`src/rtl/program_counter_pkg.sv`:
```
// Shared CPU constants and the priority-resolved PC command set.
// The PC_FAULT_EN macro is consumed by program_counter.sv, not here.
package program_counter_pkg;

   localparam int                     PC_WIDTH     = 16;
   localparam logic [PC_WIDTH-1:0]    PC_RESET_VEC = '0;
   localparam logic [PC_WIDTH-1:0]    PC_TRAP_VEC  = '1;

   typedef enum logic [2:0] {
      PC_HOLD,
      PC_INC,
      PC_LOAD,
      PC_CALL,
      PC_RET,
      PC_RST
   } pc_cmd_e;

   // rst_n low > ret > call > load > inc > hold
   function automatic pc_cmd_e pc_resolve(input logic rst_n, input logic ret,
                                          input logic call, input logic load,
                                          input logic inc);
      if (!rst_n)    return PC_RST;
      else if (ret)  return PC_RET;
      else if (call) return PC_CALL;
      else if (load) return PC_LOAD;
      else if (inc)  return PC_INC;
      else           return PC_HOLD;
   endfunction

endpackage

```
`src/rtl/program_counter_if.sv`:
```
// Control-unit to program-counter bus: commands and target in, pc and stack status out.
interface program_counter_if
   import program_counter_pkg::*;
#(
   parameter int WIDTH = PC_WIDTH
);
   logic             load;
   logic             inc;
   logic             call;
   logic             ret;
   logic [WIDTH-1:0] addr;
   logic [WIDTH-1:0] pc;
   logic             stack_empty;
   logic             stack_full;
   logic             fault;

   modport master (
      output load, inc, call, ret, addr,
      input  pc, stack_empty, stack_full, fault
   );

   modport slave (
      input  load, inc, call, ret, addr,
      output pc, stack_empty, stack_full, fault
   );
endinterface

```
`src/rtl/program_counter_return_stack.sv`:
```
// return_stack: LIFO of DEPTH words, registered empty/full flags.
// With wrap set, a push while full overwrites the oldest entry.
module return_stack #(
   parameter int WIDTH = 16,
   parameter int DEPTH = 8
) (
   input  logic             clk,
   input  logic             rst_n,
   input  logic             push,
   input  logic             pop,
   input  logic             wrap,
   input  logic [WIDTH-1:0] wdata,
   output logic [WIDTH-1:0] rdata,
   output logic             empty,
   output logic             full
);
   localparam int PW = $clog2(DEPTH);
   localparam int CW = PW + 1;

   logic [WIDTH-1:0] mem [DEPTH];
   logic [PW-1:0]    ptr, ptr_next;
   logic [CW-1:0]    cnt, cnt_next;
   logic             do_push, do_pop;

   assign do_pop  = pop && !empty;
   assign do_push = push && !do_pop && (!full || wrap);

   // ptr is the next free slot; when full it also indexes the oldest entry
   always_comb begin
      ptr_next = ptr;
      cnt_next = cnt;
      if (do_pop) begin
         ptr_next = ptr - PW'(1);
         cnt_next = cnt - CW'(1);
      end else if (do_push) begin
         ptr_next = ptr + PW'(1);
         if (!full) cnt_next = cnt + CW'(1);
      end
   end

   always_ff @(posedge clk) begin
      if (!rst_n) begin
         ptr   <= '0;
         cnt   <= '0;
         empty <= 1'b1;
         full  <= 1'b0;
      end else begin
         ptr   <= ptr_next;
         cnt   <= cnt_next;
         empty <= (cnt_next == '0);
         full  <= (cnt_next == CW'(DEPTH));
      end
   end

   always_ff @(posedge clk) begin
      if (do_push) mem[ptr] <= wdata;
   end

   assign rdata = mem[ptr - PW'(1)];

endmodule

```
`src/rtl/program_counter.sv`:
```
// Program counter with return-address stack: hold/inc/load/call/ret.
// Define PC_FAULT_EN to trap to TRAP_VEC with a sticky fault on stack over/underflow.
module program_counter
   import program_counter_pkg::*;
#(
   parameter int               WIDTH     = PC_WIDTH,
   parameter int               DEPTH     = 8,
   parameter logic [WIDTH-1:0] RESET_VEC = WIDTH'(PC_RESET_VEC),
   parameter logic [WIDTH-1:0] TRAP_VEC  = '1
) (
   input  logic               clk,
   input  logic               rst_n,
   program_counter_if.slave   bus
);
`ifdef PC_FAULT_EN
   localparam bit FAULT_EN = 1'b1;
`else
   localparam bit FAULT_EN = 1'b0;
`endif

   pc_cmd_e          cmd;
   logic [WIDTH-1:0] pc_q, pc_next, pc_plus1, top_word;
   logic             push, pop, empty, full;

   assign cmd      = pc_resolve(rst_n, bus.ret, bus.call, bus.load, bus.inc);
   assign pc_plus1 = pc_q + WIDTH'(1);
   assign push     = (cmd == PC_CALL) && !(full && FAULT_EN);
   assign pop      = (cmd == PC_RET) && !empty;

   always_comb begin
      pc_next = pc_q;
      case (cmd)
         PC_RST:  pc_next = RESET_VEC;
         PC_RET: begin
            if (!empty)        pc_next = top_word;
            else if (FAULT_EN) pc_next = TRAP_VEC;
         end
         PC_CALL: pc_next = (full && FAULT_EN) ? TRAP_VEC : bus.addr;
         PC_LOAD: pc_next = bus.addr;
         PC_INC:  pc_next = pc_plus1;
         default: pc_next = pc_q;
      endcase
   end

   always_ff @(posedge clk) begin
      if (!rst_n) pc_q <= RESET_VEC;
      else        pc_q <= pc_next;
   end

   return_stack #(
      .WIDTH (WIDTH),
      .DEPTH (DEPTH)
   ) u_stack (
      .clk   (clk),
      .rst_n (rst_n),
      .push  (push),
      .pop   (pop),
      .wrap  (~FAULT_EN),
      .wdata (pc_plus1),
      .rdata (top_word),
      .empty (empty),
      .full  (full)
   );

`ifdef PC_FAULT_EN
   logic fault_q;
   always_ff @(posedge clk) begin
      if (!rst_n)
         fault_q <= 1'b0;
      else if ((cmd == PC_RET && empty) || (cmd == PC_CALL && full))
         fault_q <= 1'b1;
   end
   assign bus.fault = fault_q;
`else
   assign bus.fault = 1'b0;
`endif

   assign bus.pc          = pc_q;
   assign bus.stack_empty = empty;
   assign bus.stack_full  = full;

endmodule

```
`src/flat_wrapper.sv`:
```
// flat-port wrapper written by rule: the top's interface ports become plain ports
module program_counter_flat import program_counter_pkg::*;
#(
   parameter int               WIDTH     = PC_WIDTH,
   parameter int               DEPTH     = 8,
   parameter logic [WIDTH-1:0] RESET_VEC = WIDTH'(PC_RESET_VEC),
   parameter logic [WIDTH-1:0] TRAP_VEC  = '1
)
  (clk, rst_n, bus_load, bus_inc, bus_call, bus_ret, bus_addr, bus_pc, bus_stack_empty, bus_stack_full, bus_fault);
  program_counter_if #(.WIDTH(WIDTH)) bus_i ();
  input  logic clk;
  input  logic rst_n;
  input wire logic [$bits(bus_i.load)-1:0] bus_load;
  input wire logic [$bits(bus_i.inc)-1:0] bus_inc;
  input wire logic [$bits(bus_i.call)-1:0] bus_call;
  input wire logic [$bits(bus_i.ret)-1:0] bus_ret;
  input wire logic [$bits(bus_i.addr)-1:0] bus_addr;
  output wire logic [$bits(bus_i.pc)-1:0] bus_pc;
  output wire logic [$bits(bus_i.stack_empty)-1:0] bus_stack_empty;
  output wire logic [$bits(bus_i.stack_full)-1:0] bus_stack_full;
  output wire logic [$bits(bus_i.fault)-1:0] bus_fault;
  assign bus_i.load = bus_load;
  assign bus_i.inc = bus_inc;
  assign bus_i.call = bus_call;
  assign bus_i.ret = bus_ret;
  assign bus_i.addr = bus_addr;
  assign bus_pc = bus_i.pc;
  assign bus_stack_empty = bus_i.stack_empty;
  assign bus_stack_full = bus_i.stack_full;
  assign bus_fault = bus_i.fault;
  program_counter #(.WIDTH(WIDTH), .DEPTH(DEPTH), .RESET_VEC(RESET_VEC), .TRAP_VEC(TRAP_VEC)) u_core (.clk(clk), .rst_n(rst_n), .bus(bus_i));
endmodule
```
`config.mk`:
```
export PLATFORM = sky130hd
export DESIGN_NAME = program_counter_flat
export DESIGN_NICKNAME = d
export VERILOG_FILES = /design/src/rtl/program_counter_pkg.sv /design/src/rtl/program_counter_if.sv /design/src/rtl/program_counter_return_stack.sv /design/src/rtl/program_counter.sv /design/src/flat_wrapper.sv
export SDC_FILE = /design/constraint.sdc
export NUM_CORES = 1
export LEC_CHECK = 0
export ABC_AREA = 1
export CAP_MARGIN = 10
export CORE_MARGIN = 2
export CORE_UTILIZATION = 31
export DETAILED_ROUTE_END_ITERATION = 12
export PLACE_DENSITY = 0.59
export SLEW_MARGIN = 0
export SYNTH_ARGS = -nofsm -noshare
export SYNTH_HDL_FRONTEND = slang
export SYNTH_SLANG_ARGS = --single-unit
```
`constraint.sdc`:
```
create_clock -name clk -period 2 [get_ports clk]
set_input_delay 0.4 -clock clk [delete_from_list [all_inputs] [get_ports clk]]
set_output_delay 0.4 -clock clk [all_outputs]
set_load 0.01 [all_outputs]
```
# After elaboration in Yosys (flattened, before gate mapping)
# Memories as Yosys holds them, arrays and structs flattened.
# Cells that the tools add are included.
# word_totals
register_bits,25
latch_bits,0
ram_bits,128
rom_bits,0
out_inout_bits,19
n_memories,1
# classes
addsub,5
n_mul,0
n_div,0
magnitude_cmp,0
eq_ne,7
shift,0
mux,14
bitwise,0
reduce_logical,10
# memory_table
name,depth,width,read_ports,rd_clocked_by_memory_dff,write_ports,line,text
u_core.u_stack.mem,8,16,1,0,1,program_counter_return_stack.sv:20,logic [WIDTH-1:0] mem [DEPTH];
# ops
cell,count
16-bit case mux with 4 select lines,1
3-bit 2-to-1 mux,6
"16-bit by 1-bit adder with 16-bit output, second input constant",1
16-bit 2-to-1 mux,1
4-bit 2-to-1 mux,3
"3-bit by 2-bit equality test with 1-bit output, second input constant",2
"3-bit equality test, second input constant",2
"4-bit by 1-bit adder with 4-bit output, second input constant",1
"4-bit equality test, second input constant",1
4-bit logical NOT,1
4-bit nonzero test,1
"4-bit by 1-bit subtractor with 4-bit output, second input constant",1
"3-bit by 1-bit adder with 3-bit output, second input constant",1
"3-bit by 1-bit equality test with 1-bit output, second input constant",1
1-bit logical AND,3
1-bit 2-to-1 mux,3
"3-bit by 1-bit subtractor with 3-bit output, second input constant",1
1-bit logical NOT,2
"2-bit inequality test, second input constant",1
2-bit AND reduction,1
2-bit nonzero test,1
2-bit OR reduction,1

# Depth between registers and ports, before layout
# depth
word_depth,13
mapped_depth,14
depth_no_buf,12

# Hierarchy
# Synthesis repeated with hierarchy kept, for this count alone.
# hier_totals
hier_cells,719
hier_area_um2,6985.4
# modules_own_cells
module,instances,cells_each,area_per_inst_um2
return_stack,1,470,5586.6
program_counter,1,249,1398.8

# Least setup slack after synthesis
# Ideal clock, no wire load.
# synth_path
path_type,input port to flip-flop
startpoint,input port rst_n
endpoint,memory u_core.u_stack.mem[1][0] (enable)
setup_time_ns,0.388
t_arrival_ns,1.700
required_ns,1.612
slack_ns,-0.088
stages,7
path_buffers,1
path_cell_list,buf_4 nand2_1 nor2_1 nand2_1 inv_1 nand2_1 nor2_1
# synth_between
elab_chain_cells,8
word_cells_on_any_way,9
cone_classes,2 x eq/ne; 3 x mux; 4 x reduce/logical
# synth_lines
element,line,text
from (decl),flat_wrapper.sv:12,input logic rst_n;
3-bit 2-to-1 mux *,program_counter_pkg.sv:22,if (!rst_n) return PC_RST;
3-bit equality test,program_counter.sv:28,assign pop = (cmd == PC_RET) && !empty;
1-bit logical AND,program_counter.sv:28,
1-bit logical AND,program_counter_return_stack.sv:25,assign do_pop = pop && !empty;
1-bit logical NOT,program_counter_return_stack.sv:26,assign do_push = push && !do_pop && (!full || wrap);
1-bit logical AND *,program_counter_return_stack.sv:26,
1-bit 2-to-1 mux *,program_counter_return_stack.sv:56,if (do_push) mem[ptr] <= wdata;
1-bit 2-to-1 mux (implied by the code) *,program_counter_return_stack.sv:56,
to (decl),program_counter_return_stack.sv:20,
# Mark *: on every way between the ends. The rest lies on a longest branch, timed or not.

# Final worst setup path
# layout_path
startpoint,register u_core.pc_q[2] (netlist: u_core.bus.pc[2])
endpoint,output port bus_pc[2]
# layout_rtl
element,line,text
from (decl),program_counter.sv:22,"logic [WIDTH-1:0] pc_q, pc_next, pc_plus1, top_word;"
from (signal assigned),program_counter.sv:47,else pc_q <= pc_next;
to (decl),flat_wrapper.sv:18,output wire logic [$bits(bus_i.pc)-1:0] bus_pc;
# No word-level cell between the ends.

==> run metrics <==
outcome=finished clean; mapped cell area=slightly below 7000 um^2; Switch Pwr=2.23 mW; vias per inst=~4.7; Die Ht=approximately 150 um; CP Data Required Time=about 1.6 ns; Critical-path top delay cell=clkdlybuf4s50_1; slowest cell delay on critical path=about 0.55 ns; total power=8.22 mW; nature of the critical path endpoint=output port; fillcell total=2190; Yosys top cell area share=between 50% and 60%; Worst-Skew Late Latency=roughly 0.42 ns; worst slew pin tran=0.999 ns; top post-synthesis cells by area=edfxtp_1 55%, nand2_1 9.8%, dfxtp_1 7.2%; share of post-route cells with drive strength above 1=roughly an eighth; final setup TNS=0 ns; Power Dens Cells=~960 nW/um^2; Post-Place Worst Slack=-0.326 ns; #FFs+latches synth=approximately 150; Setup WS post-layout=0.110 ns; area grow syn2layout=23.7%; Total GRT Usage=15.5%; clk root buf=clkbuf_16; CORE AREA=21900 um^2; cell row count=between 50 and 60; Cells after Synth=718; final core utilization=39.2%; Lkg Pwr=3.30 nW; Storage cell area=about 4300 um^2; Setup-failing EPs final=0; Synth cell types=31; number of global-route vias before repair=5071; post-route ant nets=0; Final nets=820; pin count of the biggest net entering global routing=slightly below 70; Synth Flop Type=edfxtp_1; Levels on crit path=2; synthesized area per cell=slightly below 10 um^2; part of the power in the clock network=38.0%; Worst R2R Path Depth=6; crit share post-route=roughly 94%; Post-synth ARST share=0%; Hold Crit Class=register to register; cts hold-fix bufs=0; Initial Util=between 30% and 40%; Fmax=529 MHz; sequential share of power=between 40% and 50%; cell class contributing the biggest share of worst-path delay=buffers and inverters; Design Area, Final=around 8600 um^2; switch share=a little over a quarter; Comb pwr share=16.5%; EDFF count, synth=between 100 and 150; Final Skew=slightly above 0.007 ns; Longest Clk Path Bufs=2; internal power=approximately 6 mW; CTS Buf Count=17; Net Count, Synth=~750; global route overflow=0; Final Slew Violations=0; worst-path fanout max=4; met3 Use GR=around 2.8%; crit path DAT=about 1.5 ns; DRC=0; most numerous cell in the Yosys netlist=nand2_1; area leader, netlist=edfxtp_1; Max-slew headroom=33.2%; routed via count=5158; CTS Sinks=153; crit path time final=between 1.5 and 2 ns; Top-Level Pins=41; Hold Path Depth=2; GR Util met1=21.5%; worst hold slack=slightly below 0.5 ns; port bufs=39; initial antenna violation count=0; gr busiest metal=met2; routing usage on met2=24.8%; peak supply drop=between 0.6 and 0.7 mV; Multi-input gate area=between 2000 and 2500 um^2; Reg clk slew, reported paths=approximately 0.060 ns; DIE AREA=between 20000 and 25000 um^2; first-pass GRT wire length=around 28000 um; H-tree depth=4; crit start category=register; CP Cell Sequence=buf_4 -> clkdlybuf4s50_1; critical setup path kind=register to output port; first-pass iteration count of the detailed router=5; worst path buffer plus inverter count=2; DR WL/cell=~16 um; Ys Warns=0; First DRT Iteration DRCs=roughly 360; placed insts=about 1100; routability cong.=approximately 0.82; Antenna diodes=0; max_cap viols=0; CTS tree=built; DP HPWL=~12000 um; final std cells w/o fill=roughly 1100; top cells by count, synth=181 x nand2_1, 128 x edfxtp_1, 123 x nor2_1; Final Hold Vio Count=0; Die Wd=approximately 150 um; Detailed Route WL=~18000 um; post-synthesis sequential area ratio=about 63%; placed inst area=a little under 8000 um^2
what timing repair did:
item / 4_1_cts / 5_1_grt
endpoints found under the setup margin: 0 / 36
setup buffers: 0 / 0
resized for setup: 0 / 5
power by group through the flow:
stage	Combinational, mW	Sequential [mW]	Clock (mW)
floorplan	0.730	3.82	0
detailed placement	1.32	3.81	0
finish	1.35	3.74	3.13
global placement	1.31	3.81	0
global route	1.50	3.76	3.30
CTS	1.33	3.74	3.18
cell type report:
cell class | count | area share, %
Clock inverter | 15 | 1.78
Inverter | 44 | 1.95
Clock buffer | 17 | 4.96
Tap cell | 280 | 4.08
Multi-Input combinational cell | 490 | 26.4
Sequential cell | 153 | 50.7
Timing Repair Buffer | 87 | 10.2
path summary, 6_finish.rpt:
| path | startpoint | endpoint | slack, ns |
|---|---|---|---|
| setup / recovery | u_core.bus.pc[2]$_SDFFE_PN0P_ | bus_pc[2] | 0.11 |
| setup reg to reg | u_core.bus.pc[0]$_SDFFE_PN0P_ | u_core.bus.pc[2]$_SDFFE_PN0P_ | 0.13 |
| hold / removal | u_core.u_stack.cnt[3]$_SDFF_PN0_ | u_core.u_stack.cnt[3]$_SDFF_PN0_ | 0.49 |
| hold reg to reg | u_core.u_stack.cnt[3]$_SDFF_PN0_ | u_core.u_stack.cnt[3]$_SDFF_PN0_ | 0.49 |
tightest hold or removal path, stage by stage (launching register included):
cell     delay, ns
dfxtp_1       0.31
nand2_1       0.08
a21oi_1       0.06
cells by family (layout without fill, tap and decap cells):
family          after synthesis  in the layout  synth area share (%)
compound gates               84             84                  7.43
xor+xnor                      4              4                 0.614
fa+ha+maj                     5              5                 0.902
buf+inv                      75            163                  4.87
flops                       153            153                  62.6
other cells                   1              1                0.0541
simple gates                396            396                  23.5
placed cells by master, fill, tap and decap left out, types with 3 or more instances in the layout:
cell type	n
nand4_1	5
nand2_2	3
nor2_2	3
dfxtp_1	24
ha_1	4
clkbuf_16	18
o21ai_0	52
o211ai_2	8
a22oi_1	5
clkdlybuf4s50_1	39
nor2_1	121
inv_2	4
nand3_1	71
edfxtp_1	128
buf_4	38
and2_1	10
buf_12	8
nand2_1	181
xor2_1	3
inv_1	39
o21ai_1	7
o211ai_1	6
clkinv_4	4
clkinvlp_4	3
registers in the layout (all words and copies together) (netlist names):
| signal | cells |
|---|---|
| u_core.bus.pc | 16 |
| u_core.u_stack.mem | 128 |
| u_core.u_stack.empty | 1 |
| u_core.u_stack.cnt | 4 |
| u_core.u_stack.full | 1 |
| u_core.u_stack.ptr | 3 |
layer usage:
metal	up-vias	part of all wire, %
met2	130	47
met4	0	1.2
met1	2444	47
met5	-	0
met3	12	4.4
li1	2572	-
Note: power is estimated with default switching activity, not from simulation.
